==> src/rtl/instr_fetch_queue.sv <==
// Instruction fetch queue: issues sequential fetches, pairs in-order responses with
// their PCs, presents the oldest filled entry to decode, and drains stale responses after a redirect.
module instr_fetch_queue #(
   parameter int                    DATA_WIDTH  = 64,
   parameter int                    INSTR_WIDTH = 32,
   parameter int                    DEPTH       = 4,
   parameter logic [DATA_WIDTH-1:0] RESET_PC    = '0
) (
   input  logic                   i_clk,
   input  logic                   i_rst,
   input  logic [DATA_WIDTH-1:0]  i_PC,
   input  logic                   i_redirect,
   output logic                   o_imem_req_valid,
   output logic [DATA_WIDTH-1:0]  o_imem_addr,
   input  logic                   i_imem_req_ready,
   input  logic                   i_imem_rsp_valid,
   input  logic [INSTR_WIDTH-1:0] i_imem_rsp_data,
   output logic                   o_instr_valid,
   output logic [INSTR_WIDTH-1:0] o_instr,
   output logic [DATA_WIDTH-1:0]  o_instr_pc,
   input  logic                   i_instr_ready,
   output logic                   o_rsp_err
);
   localparam int AW = $clog2(DEPTH);
   localparam int CW = AW + 1;

   typedef enum logic {RUN, DRAIN} state_t;

   typedef struct packed {
      logic [DATA_WIDTH-1:0]  pc;
      logic [INSTR_WIDTH-1:0] instr;
   } entry_t;

   state_t                state, state_nxt;
   logic [DATA_WIDTH-1:0] fetch_pc;
   entry_t                q [DEPTH];
   logic [DEPTH-1:0]      filled;
   logic [AW-1:0]         head, tail, fptr;
   logic [CW-1:0]         alloc_cnt, unfilled_cnt, drop_cnt, drop_nxt;
   logic                  req_acc, rsp_fill, rsp_drop, rsp_spur, pop;

   // Request eligibility uses only registered state, so a same-cycle pop never frees a slot.
   assign o_imem_req_valid = !i_rst && (state == RUN) && (alloc_cnt < CW'(DEPTH));
   assign o_imem_addr      = fetch_pc;
   assign req_acc          = o_imem_req_valid && i_imem_req_ready;

   assign o_instr_valid = (alloc_cnt != '0) && filled[head];
   assign o_instr       = q[head].instr;
   assign o_instr_pc    = q[head].pc;
   assign pop           = o_instr_valid && i_instr_ready;

   assign rsp_drop = i_imem_rsp_valid && (drop_cnt != '0);
   assign rsp_fill = i_imem_rsp_valid && (drop_cnt == '0) && (unfilled_cnt != '0);
   assign rsp_spur = i_imem_rsp_valid && (drop_cnt == '0) && (unfilled_cnt == '0);

   always_comb begin
      drop_nxt  = drop_cnt - CW'(rsp_drop);
      if (i_redirect && state == RUN)
         drop_nxt = unfilled_cnt + CW'(req_acc) - CW'(rsp_fill);
      state_nxt = (drop_nxt != '0) ? DRAIN : RUN;
   end

   always_ff @(posedge i_clk or posedge i_rst) begin
      if (i_rst) begin
         state        <= RUN;
         fetch_pc     <= RESET_PC;
         filled       <= '0;
         head         <= '0;
         tail         <= '0;
         fptr         <= '0;
         alloc_cnt    <= '0;
         unfilled_cnt <= '0;
         drop_cnt     <= '0;
         o_rsp_err    <= 1'b0;
      end else begin
         state    <= state_nxt;
         drop_cnt <= drop_nxt;
         if (rsp_spur)
            o_rsp_err <= 1'b1;
         if (i_redirect) begin
            // A concurrent pop has already been consumed; everything else is discarded.
            fetch_pc     <= i_PC & ~DATA_WIDTH'(3);
            filled       <= '0;
            head         <= '0;
            tail         <= '0;
            fptr         <= '0;
            alloc_cnt    <= '0;
            unfilled_cnt <= '0;
         end else begin
            if (req_acc) begin
               fetch_pc     <= fetch_pc + DATA_WIDTH'(4);
               filled[tail] <= 1'b0;
               tail         <= tail + AW'(1);
            end
            if (rsp_fill) begin
               filled[fptr] <= 1'b1;
               fptr         <= fptr + AW'(1);
            end
            if (pop)
               head <= head + AW'(1);
            alloc_cnt    <= alloc_cnt + CW'(req_acc) - CW'(pop);
            unfilled_cnt <= unfilled_cnt + CW'(req_acc) - CW'(rsp_fill);
         end
      end
   end

   // Payload storage needs no reset; validity is carried by filled/alloc_cnt.
   always_ff @(posedge i_clk) begin
      if (!i_redirect && req_acc)
         q[tail].pc <= fetch_pc;
      if (!i_redirect && rsp_fill)
         q[fptr].instr <= i_imem_rsp_data;
   end
endmodule

==> config.mk <==
export PLATFORM = sky130hd
export DESIGN_NAME = instr_fetch_queue
export DESIGN_NICKNAME = d
export VERILOG_FILES = /design/src/rtl/instr_fetch_queue.sv
export SDC_FILE = /design/constraint.sdc
export NUM_CORES = 1
export LEC_CHECK = 0
export BUFFER_PORTS_ARGS = -buffer_cell sky130_fd_sc_hd__buf_2
export CORE_ASPECT_RATIO = 0.9
export CORE_MARGIN = 3
export CORE_UTILIZATION = 45
export CTS_BUF_LIST = sky130_fd_sc_hd__clkbuf_16
export CTS_CLUSTER_DIAMETER = 40
export DETAILED_ROUTE_END_ITERATION = 10
export PLACE_DENSITY = 0.68
export SYNTH_ARGS = -nofsm -noshare
export SYNTH_HDL_FRONTEND = slang
export SYNTH_SLANG_ARGS = --single-unit
==> constraint.sdc <==
create_clock -name i_clk -period 3 [get_ports i_clk]
set_input_delay 0.3 -clock i_clk [delete_from_list [all_inputs] [get_ports i_clk]]
set_output_delay 0.3 -clock i_clk [all_outputs]
set_load 0.005 [all_outputs]
Yosys cells after proc, flatten, opt, wreduce, memory -nomap -nowiden
Memories as Yosys holds them, arrays and structs flattened.
Cells that the tools add are included.
- flip-flop bits (word level): 85
- latch bits: 0
- bits in writable memories: 384
- ROM bits: 0
- input port bits: 102
- output and inout port bits: 163
- word-level logic and storage cells: 81
- memories kept: 1
- memories (memory ; depth ; width ; rd ports ; clocked after Yosys merged registers in ; write ports ; RTL line ; RTL):
    q ; 4 ; 96 ; 1 ; 0 ; 2 ; 36 ; entry_t q [DEPTH];
- add/subtract/negate cells: 9
- multiply operators: 0
- divide/modulo/power cells: 0
- order comparisons: 6
- equal/unequal tests: 0
- shifts and indexed selects: 0
- mux-type cells: 26
- bitwise operators: 4
- reduce and logical (&&, ||, !) cells: 25
- operator list (kind ; number):
    $mux 64 ; 2
    $add 64x3->64 const B ; 1
    $mux 4 ; 4
    $logic_and 1x1->1 ; 14
    $mux 2 ; 6
    $reduce_bool 3->1 ; 4
    $lt 2x3->1 const B ; 3
    $mux 3 ; 3
    $sub 3x1->3 ; 3
    $mux 1 ; 8
    $add 2x1->2 const B ; 3
    $add 3x1->3 ; 2
    $logic_not 3->1 ; 2
    $reduce_bool 2->1 ; 3
    $and 4x4->4 ; 1
    $demux 1 s2 ; 2
    $ge 2x1->1 const B ; 2
    $not 4->4 ; 1
    $or 4x4->4 ; 1
    $lt 3x3->1 const B ; 1
    $bmux 1 s2 ; 1
    $logic_not 1->1 ; 2
    $not 1->1 ; 1

Logic depth before layout (Yosys ltp)
Gate-level depths: netlist (run 1).
- word-level depth: 11
- gate-level depth with buffers: 13
- mapped depth without buffers: 12

Least setup slack after synthesis (run 1)
Ideal clock, no wire load.
- path type: register to register
- start point: register alloc_cnt[2]
- end point: memory q[0][34] in the netlist's numbering (enable)
- library setup time: 0.427 ns
- arrival: 2.590 ns
- required time: 2.573 ns
- slack: -0.017 ns
- cell stages (with the launch flop): 5
- path buffers: 1
- clock period less this slack: 3.017 ns
- path through: dfrtp_1 -> nor3_2 -> and2_1 -> clkbuf_1 -> and3_1
- RTL lines (what ; RTL line ; RTL):
    from (decl) ; 39 ; logic [CW-1:0] alloc_cnt, unfilled_cnt, drop_cnt, drop_nxt;
    from (signal assigned) ; 101 ; alloc_cnt <= alloc_cnt + CW'(req_acc) - CW'(pop);
    to (decl) ; 36 ;

Final worst setup path (run 1)
- start point: register head[0]
- end point: output o_instr_pc[42]
- longest elaborated chain between the ends: 1
- RTL lines (what ; RTL line ; RTL):
    from (decl) ; 38 ; logic [AW-1:0] head, tail, fptr;
    from (signal assigned) ; 100 ; head <= head + AW'(1);
    $mem_v2 4x96 ; - ;
    to (decl) ; 20 ; output logic [DATA_WIDTH-1:0] o_instr_pc,
Every way passes these cells.

==> results of run 1 <==
synthesized netlist by cell type, types with 12 or more instances:
cell        n  area share, %
o21ai_0    34           0.92
and3_1     21           0.71
o31ai_1    12           0.49
nand4_1    26           0.88
nor2_1     50            1.0
xor2_1     27            1.3
inv_1      16           0.32
ha_1       15            1.0
dfrtp_1    83             11
mux4_2     95             12
edfxtp_1  376             61
nand3_1    32           0.87
nand2_1    77            1.6
or4_1      17           0.69
a31oi_1    22           0.74
xnor2_1    14           0.66
clkbuf_1   34           0.69
worst max path at each step:
stage	startpoint	endpoint	slack, ps	cells past startpoint
after detailed placement	drop_cnt[0]	state	260	12
after global placement	drop_cnt[0]	state	280	12
after floorplan	drop_cnt[0]	state	170	13
final	head[0]	o_instr_pc[42]	180	3
after global routing	head[0]	o_instr_pc[42]	2	3
after CTS	head[0]	o_instr_pc[42]	150	3
power by group through the flow:
| stage | Combinational, mW | Sequential, mW | Clock [mW] |
|---|---|---|---|
| after floorplan | 0.407 | 7.42 | 0 |
| after global placement | 0.775 | 7.47 | 0 |
| after detailed placement | 0.795 | 7.49 | 0 |
| after CTS | 0.898 | 7.36 | 7.36 |
| after global routing | 0.983 | 7.39 | 7.64 |
| final | 0.889 | 7.36 | 7.21 |
flip-flops by register name, summed over array words and instances, names as in the netlist, 2 cells and up:
signal	count
drop_cnt	3
q	376
tail	2
unfilled_cnt	3
alloc_cnt	3
o_imem_addr	62
head	2
filled	4
fptr	2
tightest hold or removal path, cell delays in order:
cell      delay, ps
buf_2            80
nand2_1         100
o211ai_1        100
cell type report:
cell class              count  area [um2]
clock buffers              59        1480
inverters                  18        68.8
repair buffers            382        2540
well taps                 532         666
multi-input cells         533        4880
flip-flops and latches    459       13400
fillers                  3065       16500
clock inverters            49         576
diodes                      3        7.51
cell families after synthesis:
group / Yosys count / synth area share [%]
flip-flops: 459 / 72.2
AND/OR/NAND/NOR: 274 / 7.99
multiplexers: 99 / 11.8
AO/OA/AOI/OAI: 98 / 3.29
buffers and inverters: 69 / 1.53
XOR/XNOR: 41 / 1.94
adder cells (fa/ha/maj): 17 / 1.23
other: 1 / 0.0203
placed cells by master, fill, tap and decap left out, drive strengths merged, types with 3 or more instances in the layout:
cell type	count
or4	18
nand2b	3
buf	290
nand4	27
o31a	4
and3	21
clkbuf	59
a22oi	5
nand3	32
a31oi	22
clkinvlp	6
xnor2	14
edfxtp	376
ha	15
bufinv	10
inv	33
and4	4
o211ai	3
dfrtp	83
conb	4
nand2	77
nor2b	5
xor2	27
clkinv	18
or3	11
nor3	13
o31ai	12
mux2i	4
nor4	8
dlygate4sd3	92
o21ai	43
mux4	95
nor2	51
diode	3
per-stage QoR:
step	utilization, %	worst slack, ps	power (mW)	hold WS (ps)	area (um2)
2_1_floorplan	-	175	7.82	399	18500
3_3_place_gp	51.4	282	8.25	447	20600
3_5_place_dp	51.4	257	8.28	455	20600
4_1_cts	58.9	145	15.6	6.20	23600
5_1_grt	58.9	2.49	16.0	36.1	23600
6_report	58.9	175	15.5	49.1	23600
routing by layer:
metal | up-vias | GRT usage [%] | wire length (um)
met5 | - | 0 | 0
met4 | 0 | 5.96 | 1190
met3 | 73 | 4.58 | 3050
met2 | 394 | 33.2 | 22100
met1 | 5779 | 29.9 | 19500
li1 | 5020 | - | -
timing repair:
action                                  4_1_cts  5_1_grt
setup buffers                                 0        0
endpoints found under the setup margin        0        0
hold buffers                                 92        0
hold endpoints to repair                    224        0
==> flow_metrics.env, run 1 <==
export IMPL_grt_antenna_before_repair=3
export IMPL_finalSetupViolations=0
export IMPL_clkLatencyLatePin_ps=590
export IMPL_drv_slew=0
export IMPL_grt_overflow=0
export IMPL_core_mm2=0.0401
export IMPL_synth_seq_cells=459
export IMPL_die_h_um=198
export IMPL_crit_family="buffers and inverters"
export IMPL_htree_num_levels=2
export IMPL_drt_iter0_markers=907
export IMPL_cts_sinks=459
export IMPL_skew_ps=16.0
export IMPL_drc=0
export IMPL_wl_mm=45.9
export IMPL_hold_end="o_imem_addr[46]"
export IMPL_reg2reg_slack_ps=240
export IMPL_placementRows=69
export IMPL_r2r_cells=12
export IMPL_grt_usage_pct=21.0
export IMPL_crit_chain="buf_12 -> mux4_2 -> buf_2"
export IMPL_cts_buffer_depth=3
export IMPL_die_x_um=220
export IMPL_cts_tree="yes"
export IMPL_ys_flop_type="edfxtp_1"
export IMPL_critPathCaptureType="output pin"
export IMPL_areaGrowthSynthToFinish_pct=27.4
export IMPL_vias=11300
export IMPL_grt_pass1_vias=11400
export IMPL_worstSetupPathType="reg -> out"
export IMPL_final_setup_tns_ps=0
export IMPL_synthArstFlopShare_pct=18.1
export IMPL_status="completed"
export IMPL_seq_area_frac_synth_pct=72.2
export IMPL_avgSynthCellArea_um2=17.5
export IMPL_synth_area_mm2=0.0185
export IMPL_syn_inst=1058
export IMPL_antenna_left=0
export IMPL_cp_arrival_ps=2520
export IMPL_fin_cells=2035
export IMPL_cts_resized_gates=0
export IMPL_crit_required_ps=2700
export IMPL_dp_cells=1832
export IMPL_rsz0062_at_grt="no"
export IMPL_gp_congestion=0.796
export IMPL_routedWlPerCell_um=22.6
export IMPL_r2r_end="state"
export IMPL_worstMarginPinSlew_ps=894
export IMPL_worst_path_buf_inv=2
export IMPL_hold_class="in -> reg"
export IMPL_crit_fanout=96
export IMPL_min_period_ps=2820
export IMPL_via_per_inst=5.54
export IMPL_grt_max_degree=97
export IMPL_cap_viol_max_count=0
export IMPL_timing_final_crit_share_pct=94.2
export IMPL_io_buffers=258
export IMPL_pwr_density_cell_mw_per_mm2=655
export IMPL_power_frac_comb_pct=5.8
export IMPL_seq_power_share_pct=47.6
export IMPL_slowest_stage="mux4_2"
export IMPL_nets=1570
export IMPL_hold_depth=3
export IMPL_layout_drive_gt1_share_pct=33.7
export IMPL_cpPeakStageDelay_ps=630
export IMPL_hpwl_mm=28.8
export IMPL_first_pass_iters=5
export IMPL_clockPowerShare_pct=46.6
export IMPL_hold_violations=0
export IMPL_path_clk_slew_ps=50
export IMPL_netlist_cell_type_count=52
export IMPL_worstHoldStart="i_PC[46]"
export IMPL_vdd_drop_max_v=0.000502
export IMPL_synth_edf_count=376
export IMPL_fp_dieArea_mm2=0.0436
export IMPL_cts_root_buf="clkbuf_16"
export IMPL_grt_pass1_wl_mm=69.0
export IMPL_p_leak_nw=8.45
export IMPL_slew_limit_headroom_pct=40.4
export IMPL_cts_inserted_buffers=57
export IMPL_max_freq_mhz=354
export IMPL_r2r_start="drop_cnt[0]"
export IMPL_initial_core_util_pct=46.2
export IMPL_p_sw_share_pct=22.2
export IMPL_worstSetupStartpointType="register"
export IMPL_p_int_mw=12.0
export IMPL_boundaryPins=265
export IMPL_p_switching_mw=3.44
export IMPL_yosysWarningCount=0
No activity file was read; power rests on OpenSTA's default activity.
==> run 2: changes to the inputs <==
--- a/config.mk
+++ b/config.mk
@@ -6,7 +6,6 @@
 export NUM_CORES = 1
 export LEC_CHECK = 0
 export BUFFER_PORTS_ARGS = -buffer_cell sky130_fd_sc_hd__buf_2
-export CORE_ASPECT_RATIO = 0.9
 export CORE_MARGIN = 3
 export CORE_UTILIZATION = 45
 export CTS_BUF_LIST = sky130_fd_sc_hd__clkbuf_16
==> run 2 against run 1 <==
Worst setup slack better by 5.2 ps. Total power fell by 0.38%. Cell area is essentially flat. Clock-buffer cell count rose by 2. Clock skew increased by 0.91 ps. Cell count decreased by 0.20%. Non-clock buffer count grew 3. Sequential cell count unchanged. Sequential share of layout area hardly changed. Combinational power hardly changed. Clock power shrank 0.7%. Critical path type unchanged.
==> flow_metrics.env, run 2 (same netlist as run 1, synthesis figures left out) <==
export IMPL_status="completed"
export IMPL_multi_input_area_mm2=0.00488
export IMPL_finalPower_mw=15.4
export IMPL_cts_sinks=459
export IMPL_htree_num_levels=2
export IMPL_final_setup_tns_ps=0
export IMPL_worstMarginPinSlew_ps=887
export IMPL_skew_ps=17.0
export IMPL_whs_ps=51.9
export IMPL_grt_overflow=0
export IMPL_core_mm2=0.0402
export IMPL_drt_iter0_markers=810
export IMPL_boundaryPins=265
export IMPL_power_frac_comb_pct=5.8
export IMPL_path_clk_slew_ps=60
export IMPL_critPathCaptureType="output pin"
export IMPL_via_per_inst=5.49
export IMPL_vdd_drop_max_v=0.000587
export IMPL_pwr_density_cell_mw_per_mm2=652
export IMPL_cts_buffer_depth=3
export IMPL_worstSetupStartpointType="register"
export IMPL_cts_inserted_buffers=59
export IMPL_clkLatencyLatePin_ps=590
export IMPL_timing_final_crit_share_pct=94.0
export IMPL_cts_root_buf="clkbuf_16"
export IMPL_fillers=3043
export IMPL_nets=1575
export IMPL_max_freq_mhz=355
export IMPL_initial_core_util_pct=46.1
export IMPL_worstSetupPathType="reg -> out"
export IMPL_antenna_left=0
export IMPL_areaGrowthSynthToFinish_pct=27.5
export IMPL_grt_pass1_vias=11500
export IMPL_grt_pass1_wl_mm=68.5
export IMPL_die_x_um=209
export IMPL_clockPowerShare_pct=46.5
export IMPL_seq_power_share_pct=47.8
export IMPL_crit_fanout=96
export IMPL_wl_mm=44.3
export IMPL_cts_tree="yes"
export IMPL_p_int_mw=11.9
export IMPL_grt_antenna_before_repair=3
export IMPL_routedWlPerCell_um=21.8
export IMPL_drv_slew=0
export IMPL_layout_drive_gt1_share_pct=33.7
export IMPL_seq_area_mm2=0.0134
export IMPL_hold_class="in -> reg"
export IMPL_hold_violations=0
export IMPL_largest_reg_flops=376
export IMPL_regMostFlops="q"
export IMPL_crit_required_ps=2700
export IMPL_final_cell_mix="376 x edfxtp_1, 258 x buf_2, 95 x mux4_2"
export IMPL_cap_viol_max_count=0
export IMPL_slew_limit_headroom_pct=40.8
export IMPL_grt_usage_pct=20.3
export IMPL_min_period_ps=2820
export IMPL_fp_dieArea_mm2=0.0436
export IMPL_p_switching_mw=3.50
export IMPL_io_buffers=258
export IMPL_postCtsSetupBuffers=0
export IMPL_hpwl_mm=27.1
export IMPL_grt_max_degree=100
export IMPL_placementRows=73
export IMPL_layout_commonest_cell="edfxtp_1"
export IMPL_p_sw_share_pct=22.7
export IMPL_first_pass_iters=5
export IMPL_drc=0
export IMPL_gp_congestion=0.801
export IMPL_finalSetupViolations=0
export IMPL_die_h_um=209
export IMPL_rsz0062_at_grt="no"
export IMPL_vias=11200
export IMPL_cp_arrival_ps=2520
export IMPL_p_leak_nw=8.47
==> run 2: area by class of cell <==
type	count	share of cell area (%)
diodes	1	0.0106
clock buffers	61	6.47
clock inverters	49	2.17
inverters	18	0.291
multi-input cells	533	20.7
flip-flops and latches	459	56.7
well taps	525	2.78
repair buffers	385	11.0
==> run 2: per-layer routing <==
| layer | wire, um | track usage [%] |
|---|---|---|
| met5 | 24 | 0 |
| met4 | 1180 | 6.63 |
| met3 | 3040 | 4.74 |
| met2 | 21500 | 32.9 |
| met1 | 18500 | 27.6 |
==> run 2: power groups by stage <==
stage / combinational (mW) / clock [mW] / sequential, mW
4_1_cts: 0.890 / 7.30 / 7.35
5_1_grt: 0.985 / 7.57 / 7.39
3_3_place_gp: 0.770 / 0 / 7.46
2_1_floorplan: 0.407 / 0 / 7.42
6_report: 0.887 / 7.16 / 7.36
3_5_place_dp: 0.783 / 0 / 7.48
==> run 2: critical path, stage by stage, from the launching register on <==
cell,delay [ps]
dfrtp_4,440
buf_16,470
mux4_2,620
buf_2,150
==> run 2: worst paths after layout <==
kind                            slack, ps  cells after the start         endpoint          from
worst max register to register        250                     12            state  alloc_cnt[2]
worst min register to register        470                      1        o_rsp_err     o_rsp_err
worst min-delay path                   50                      3  o_imem_addr[31]      i_PC[31]
worst max-delay path                  180                      3   o_instr_pc[56]       head[0]
min in group asynchronous             440                      3  o_imem_addr[10]         i_rst
max in group asynchronous            1820                      4          head[0]         i_rst
==> run 2: through the flow <==
step | cells | instance area, um2 | worst slack (ps) | util [%]
after floorplan | 1061 | 18500 | 175 | -
after global placement | 1826 | 20600 | 332 | 51.3
after detailed placement | 1826 | 20600 | 264 | 51.3
after CTS | 2030 | 23600 | 105 | 58.7
after global routing | 2031 | 23600 | 43.3 | 58.7
final | 2031 | 23600 | 180 | 58.7
==> run 2: what timing repair did <==
item / CTS / global route
resized for setup: 0 / 2
setup endpoints to repair: 0 / 2
hold buffers: 94 / 0
hold endpoints to repair: 233 / 0
